[config.mk]
export PLATFORM = sky130hd
export DESIGN_NAME = alu_nibble_seq_flat
export DESIGN_NICKNAME = d
export VERILOG_FILES = /design/src/rtl/alu_nibble_seq_if.sv /design/src/rtl/alu_nibble_seq.sv /design/src/flat_wrapper.sv
export SDC_FILE = /design/constraint.sdc
export NUM_CORES = 1
export LEC_CHECK = 0
export ABC_AREA = 1
export CAP_MARGIN = 20
export CORE_UTILIZATION = 37
export CTS_CLUSTER_SIZE = 8
export DETAILED_ROUTE_END_ITERATION = 8
export GPL_ROUTABILITY_DRIVEN = 1
export MAX_ROUTING_LAYER = met4
export PLACE_DENSITY = 0.68
export SYNTH_ARGS = -nofsm -noshare
export SYNTH_HDL_FRONTEND = slang
export SYNTH_SLANG_ARGS = --single-unit
[constraint.sdc]
create_clock -name clk -period 1.6 [get_ports clk]
set_input_delay 0.24 -clock clk [delete_from_list [all_inputs] [get_ports clk]]
set_output_delay 0.24 -clock clk [all_outputs]
set_load 0.005 [all_outputs]
[src/rtl/alu_nibble_seq_if.sv]
// Controller-side handshake and operand/result bundle for the nibble-serial ALU sequencer.
interface alu_nibble_seq_if #(
  parameter int NIB = 2
);
  localparam int W = 4 * NIB;

  logic         start;
  logic [1:0]   op;
  logic         l;
  logic         cin;
  logic [W-1:0] a;
  logic [W-1:0] b;
  logic [W-1:0] result;
  logic         carry;
  logic         zero;
  logic         sign;
  logic         busy;
  logic         done;

  modport master (
    output start, op, l, cin, a, b,
    input  result, carry, zero, sign, busy, done
  );

  modport slave (
    input  start, op, l, cin, a, b,
    output result, carry, zero, sign, busy, done
  );
endinterface

[src/rtl/alu_nibble_seq.sv]
// Runs W-bit operations through a 4-bit combinational ALU one nibble per cycle, LSB first,
// rippling the carry between passes and assembling result and flags.
module alu_nibble_seq #(
  parameter int NIB = 2
) (
  input  logic                 clk,
  input  logic                 reset,
  alu_nibble_seq_if.slave      ctl,
  output logic [3:0]           alu_a,
  output logic [3:0]           alu_b,
  output logic                 alu_c_in,
  output logic [1:0]           alu_op,
  output logic                 alu_l,
  input  logic [3:0]           alu_r,
  input  logic                 alu_c_out,
  input  logic                 alu_zero,
  input  logic                 alu_sign
);
  localparam int W  = 4 * NIB;
  localparam int IW = (NIB > 1) ? $clog2(NIB) : 1;
  localparam logic [IW-1:0] LAST = IW'(NIB - 1);

  typedef enum logic [1:0] {IDLE, RUN, DONE} state_t;

  state_t        state, next;
  logic [IW-1:0] idx;
  logic [1:0]    op_q;
  logic          l_q;
  logic          cin_q;
  logic [W-1:0]  a_q;
  logic [W-1:0]  b_q;
  logic [W-1:0]  result_q;
  logic          carry_q;
  logic          zero_q;
  logic          sign_q;

  always_ff @(posedge clk) begin
    if (reset) state <= IDLE;
    else       state <= next;
  end

  always_comb begin
    next = state;
    unique case (state)
      IDLE:    if (ctl.start) next = RUN;
      RUN:     if (idx == LAST) next = DONE;
      DONE:    next = IDLE;
      default: next = IDLE;
    endcase
  end

  always_comb begin
    alu_a    = '0;
    alu_b    = '0;
    alu_op   = '0;
    alu_l    = 1'b0;
    alu_c_in = 1'b0;
    ctl.busy = (state != IDLE);
    ctl.done = (state == DONE);
    if (state == RUN) begin
      alu_a    = a_q[{idx, 2'b00} +: 4];
      alu_b    = b_q[{idx, 2'b00} +: 4];
      alu_op   = op_q;
      alu_l    = l_q;
      // Pass 0 takes the external carry-in; later passes take the rippled carry flop.
      alu_c_in = l_q ? 1'b0 : ((idx == '0) ? cin_q : carry_q);
    end
  end

  always_ff @(posedge clk) begin
    if (reset) begin
      idx      <= '0;
      op_q     <= '0;
      l_q      <= 1'b0;
      cin_q    <= 1'b0;
      a_q      <= '0;
      b_q      <= '0;
      result_q <= '0;
      carry_q  <= 1'b0;
      zero_q   <= 1'b0;
      sign_q   <= 1'b0;
    end else begin
      unique case (state)
        IDLE: begin
          if (ctl.start) begin
            idx   <= '0;
            op_q  <= ctl.op;
            l_q   <= ctl.l;
            cin_q <= ctl.cin;
            a_q   <= ctl.a;
            b_q   <= ctl.b;
          end
        end
        RUN: begin
          result_q[{idx, 2'b00} +: 4] <= alu_r;
          carry_q <= l_q ? 1'b0 : alu_c_out;
          zero_q  <= (idx == '0) ? alu_zero : (zero_q & alu_zero);
          if (idx == LAST) sign_q <= alu_sign;
          else             idx    <= idx + 1'b1;
        end
        default: ;
      endcase
    end
  end

  assign ctl.result = result_q;
  assign ctl.carry  = carry_q;
  assign ctl.zero   = zero_q;
  assign ctl.sign   = sign_q;
endmodule

[src/flat_wrapper.sv]
// flat-port wrapper written by rule: the top's interface ports become plain ports
module alu_nibble_seq_flat 
#(
  parameter int NIB = 2
)
  (clk, reset, alu_a, alu_b, alu_c_in, alu_op, alu_l, alu_r, alu_c_out, alu_zero, alu_sign, ctl_start, ctl_op, ctl_l, ctl_cin, ctl_a, ctl_b, ctl_result, ctl_carry, ctl_zero, ctl_sign, ctl_busy, ctl_done);
  alu_nibble_seq_if #(.NIB(NIB)) ctl_i ();
  input  logic clk;
  input  logic reset;
  output logic [3:0] alu_a;
  output logic [3:0] alu_b;
  output logic alu_c_in;
  output logic [1:0] alu_op;
  output logic alu_l;
  input  logic [3:0] alu_r;
  input  logic alu_c_out;
  input  logic alu_zero;
  input  logic alu_sign;
  input wire logic [$bits(ctl_i.start)-1:0] ctl_start;
  input wire logic [$bits(ctl_i.op)-1:0] ctl_op;
  input wire logic [$bits(ctl_i.l)-1:0] ctl_l;
  input wire logic [$bits(ctl_i.cin)-1:0] ctl_cin;
  input wire logic [$bits(ctl_i.a)-1:0] ctl_a;
  input wire logic [$bits(ctl_i.b)-1:0] ctl_b;
  output wire logic [$bits(ctl_i.result)-1:0] ctl_result;
  output wire logic [$bits(ctl_i.carry)-1:0] ctl_carry;
  output wire logic [$bits(ctl_i.zero)-1:0] ctl_zero;
  output wire logic [$bits(ctl_i.sign)-1:0] ctl_sign;
  output wire logic [$bits(ctl_i.busy)-1:0] ctl_busy;
  output wire logic [$bits(ctl_i.done)-1:0] ctl_done;
  assign ctl_i.start = ctl_start;
  assign ctl_i.op = ctl_op;
  assign ctl_i.l = ctl_l;
  assign ctl_i.cin = ctl_cin;
  assign ctl_i.a = ctl_a;
  assign ctl_i.b = ctl_b;
  assign ctl_result = ctl_i.result;
  assign ctl_carry = ctl_i.carry;
  assign ctl_zero = ctl_i.zero;
  assign ctl_sign = ctl_i.sign;
  assign ctl_busy = ctl_i.busy;
  assign ctl_done = ctl_i.done;
  alu_nibble_seq #(.NIB(NIB)) u_core (.clk(clk), .reset(reset), .ctl(ctl_i), .alu_a(alu_a), .alu_b(alu_b), .alu_c_in(alu_c_in), .alu_op(alu_op), .alu_l(alu_l), .alu_r(alu_r), .alu_c_out(alu_c_out), .alu_zero(alu_zero), .alu_sign(alu_sign));
endmodule
### Word level (Yosys, flattened, before mapping)

Index checks and enable logic that the tools add are counted.

* register bits: 34
* bits in latches: 0
* bits in writable memories: 0
* bits in read-only memories: 0
* logic and storage cells: 45
* memories kept: 0

* $add $sub $neg: 2
* multiply operators: 0
* div/mod/pow operators: 0
* $lt $le $gt $ge: 0
* equality and inequality tests: 4
* shift-type cells: 4
* mux-type cells: 16
* bitwise gates (word level): 1
* reduce and logical (&&, ||, !) cells: 7

Operators with widths (count)
* 8-bit by 4-bit variable part select with 4-bit output: 2
* 8-bit bitwise mux: 1
* 1-bit two-way mux: 8
* 4-bit two-way mux: 2
* 2-bit AND reduction: 4
* 4-bit by 5-bit variable shift with 8-bit output (first input constant): 1
* 4-bit by 5-bit variable part select with 8-bit output: 1
* 2-bit two-way mux: 3
* 3-bit negation with 5-bit output: 1
* 2-bit one-hot mux with 2 select lines: 1
* 2-bit nonzero test: 2
* 2-bit by 1-bit == test with 1-bit output (second input constant): 1
* 2-bit == test (second input constant): 1
* 2-bit logical NOT: 1
* 2-bit by 1-bit != test with 1-bit output (second input constant): 1
* 2-bit != test (second input constant): 1
* 1-bit one-hot mux with 2 select lines: 1
* 1-bit adder (second input constant): 1
* 1-bit AND: 1

### Longest topological paths before layout

Gate-level depths: netlist of run 1.

* depth in word-level cells: 3
* mapped depth: 6
* mapped depth without buffers: 5

### Least setup slack after synthesis of run 1

Ideal clock, no wire load.

* kind: register to output
* start point: register u_core.state[0]
* end point: output port alu_a[0]
* arrival: 0.865 ns
* required time: 1.360 ns
* setup slack: 0.495 ns
* stages on the path, launching flop included: 4
* path buffers: 1
* cell sequence: dfxtp_1 nand2_1 buf_2 a21oi_1

* cells in the longest elaborated chain, start to end: 2

RTL lines
* from (decl): line alu_nibble_seq.sv:25 `state_t state, next;`
* from (signal assigned): line alu_nibble_seq.sv:39 `else state <= next;`
* 2-bit by 1-bit == test with 1-bit output: line alu_nibble_seq.sv:60 `if (state == RUN) begin`
* 4-bit two-way mux: line alu_nibble_seq.sv:60
* to (decl): line flat_wrapper.sv:10 `output logic [3:0] alu_a;`

No other way between the ends.

### Final worst setup path of run 1

* start point: register u_core.state[1]
* end point: output port alu_b[0]

* cells in the longest elaborated chain, start to end: 2

RTL lines
* 2-bit by 1-bit == test with 1-bit output: line alu_nibble_seq.sv:60
* 4-bit two-way mux: line alu_nibble_seq.sv:60
* to (decl): line flat_wrapper.sv:11 `output logic [3:0] alu_b;`

No other way between the ends.

==> results.json, run 1 <==
{
  "firstDrtPassIters": 4,
  "required_ns": 1.36,
  "worstPathCellList": "inv_1, nand2_2, buf_6, a21oi_1, clkdlybuf4s15_1",
  "synth-seq-cells": 34,
  "yosysUniqueCellTypes": 13,
  "wirelength_um": 3700,
  "path_clk_slew_ns": 0.07,
  "hp-start": "u_core.b_q[3]$_SDFFE_PP0P_",
  "chipHeight_um": 66.4,
  "seqPwrFrac_pct": 48.3,
  "p_switching_mw": 0.515,
  "grt_antenna_before_repair": 0,
  "port_buffers": 54,
  "initial_core_util_pct": 38.4,
  "grt_overflow": 0,
  "synth.top_cell.area_share_pct": 44.3,
  "worstSetupPathType": "register to output pin",
  "tritoncts": "built",
  "worstPathMaxFanout": 10,
  "cts_root_buf": "clkbuf_8",
  "relSlewSlack_pct": 72.4,
  "synthTopCellsByArea": "dfxtp_1 (44%), nor2_1 (16%), nand2_1 (16%), nand3b_1 (9.8%), inv_1 (4.6%)",
  "p_int_mw": 1.47,
  "fin_crit_ns": 1.50,
  "synthesis.area_mm2": 0.00154,
  "dieArea_mm2": 0.00441,
  "worst_slew_pin_slew_ns": 0.413,
  "hold_ws_ns": 0.487,
  "globalplace.congestion": 0.796,
  "grt_usage_pct": 18.2,
  "clockPowerShare_pct": 30.4,
  "slowest_stage": "dfxtp_2",
  "worst_slack_ns": 0.0956,
  "clock_path_buffers": 2,
  "synth_area_leader_cell": "dfxtp_1",
  "post_dp_cell_area_mm2": 0.00217,
  "layout-drive-gt1-share_pct": 8.53,
  "final_hold_viol_count": 0,
  "wl_met1_um": 1750,
  "final_area_mm2": 0.00226,
  "wl_met2_um": 1700,
  "hpwl_um": 2650,
  "leakagePower_nw": 1.07,
  "ir_drop_uv": 511,
  "rows": 23,
  "setup_viol": 0,
  "syn-num-nets": 262,
  "rsz0062_at_grt": "false",
  "clk_latency_ns": 0.28,
  "synth_warnings": 0,
  "wl_per_cell_um": 10.8,
  "vias": 1565,
  "ios": 55,
  "route.detailed.drc": 0,
  "comb_power_share_pct": 21.3,
  "viasPerCell": 4.56,
  "clock_sinks": 34,
  "hold_buffers": 0,
  "place_ws_ns": 0.0234,
  "startpoint_type": "register",
  "nets": 324,
  "drtIter0Drc": 87,
  "switching_share_pct": 25.9,
  "fin_worst_skew_ns": 0.00666,
  "finalPower_mw": 1.99,
  "routed.top_layer": "met4",
  "max_freq_mhz": 665,
  "fill_cells": 406,
  "cts_buffers": 5,
  "startpoint": "u_core.state[1]$_SDFFE_PP0P_",
  "met3_length_um": 230,
  "maxCapViolCount": 0,
  "multi_input_area_um2": 726,
  "core_area_mm2": 0.00400,
  "hold_class": "register to register",
  "die_w_um": 66.4,
  "grt_max_degree": 21,
  "worst_path_largest_cell_delay_ns": 0.32,
  "fin_setup_tns_ns": 0,
  "syn_avg_cell_area_um2": 6.62,
  "grt_pass1_vias": 1365,
  "seq_area_um2": 683,
  "period_share_pct": 94.0,
  "area_growth_pct": 46.9,
  "p_per_area_mw_per_mm2": 881,
  "cp_data_arrival_time_ns": 1.26,
  "diodes": 0,
  "yosysSeqAreaShare_pct": 44.3,
  "postRouteAntennaNets": 0,
  "slew_viol_final": 0,
  "end_kind": "output pin",
  "reg2reg_from": "u_core.state[0]$_SDFFE_PP0P_",
  "syn_inst": 232,
  "cts-htree-levels": 2,
  "status": "completed",
  "grt_first_pass_wirelength_um": 5910
}
## worst paths after layout
path	slack, ns	to	cells past startpoint
min reg2reg	0.49	u_core.b_q[3]$_SDFFE_PP0P_	2
max reg2reg	0.38	u_core.b_q[7]$_SDFFE_PP0P_	7
max	0.1	alu_b[0]	5
min	0.49	u_core.b_q[3]$_SDFFE_PP0P_	2
## stage by stage
step	std cells	util, %
after detailed placement	336	54.3
after global routing	343	56.4
after floorplan	232	-
after global placement	336	54.3
after CTS	343	56.4
final	343	56.4
## Yosys cell counts
master	count
clkinv_1	1
dfxtp_1	34
nand3_1	1
nor2_1	66
inv_1	19
nand3b_1	20
clkbuf_1	6
nand2_1	65
buf_4	2
nand3_2	1
nor2_2	1
buf_2	4
a21oi_1	12
## timing repair
item                                    4_1_cts  5_1_grt
setup buffers                                 1        0
resized for setup                            19        2
endpoints found under the setup margin       14        2
## cell type report
cell class / instances / area share (%)
well taps: 50 / 2.77
repair buffers: 67 / 27.8
multi-input cells: 166 / 32.2
clock buffers: 6 / 3.66
flip-flops and latches: 34 / 30.3
inverters: 20 / 3.38
## layout by cell type, fill, tap and decap left out, drive strengths merged
cell and count:
clkdlybuf4s15 2, buf 13, clkbuf 6, nand2 65, clkdlybuf4s50 40, clkinv 1, nand3 2, nor2 67
nand3b 20, inv 19, dlygate4sd2 12, dfxtp 34, a21oi 12
## per-layer routing
layer / vias up / track usage [%]
met4: 0 / 5.59
met2: 39 / 30.1
met1: 691 / 21.4
met5: - / -
li1: 831 / -
met3: 4 / 4.83
## flip-flops by register name (all words and copies together), names as in the netlist, 2 cells and up
| register | count |
|---|---|
| u_core.ctl.result | 8 |
| u_core.b_q | 8 |
| u_core.op_q | 2 |
| u_core.state | 2 |
| u_core.a_q | 8 |
## logic make-up after synthesis
logic type / synth area share, %
simple gates: 43.2
flops: 44.3
buf+inv: 8.63
compound gates: 3.91
## worst max-delay path, delay by kind of cell, from the launching register on
kind	cells	cell delay [ns]
buf+inv	3	0.45
simple gates	1	0.08
flops	1	0.32
compound gates	1	0.14
## power by group through the flow
stage / clock network, mW / registers, mW / logic, mW
detailed placement: 0 / 0.977 / 0.427
finish: 0.605 / 0.960 / 0.424
global placement: 0 / 0.975 / 0.424
global route: 0.664 / 0.965 / 0.477
CTS: 0.626 / 0.960 / 0.427
floorplan: 0 / 0.970 / 0.222
No activity file was read; power rests on OpenSTA's default activity.
==> run 2, diff against run 1 <==
Settings changed: CAP_MARGIN 20 to default.
==> results of run 2 <==
The final DEF is identical to that of run 1; final timing and power are the same.
==> run 3, diff against run 2 <==
Settings changed: HOLD_SLACK_MARGIN from default to 0.08.
==> results of run 3 <==
The final DEF is identical to that of run 1; final timing and power are the same.
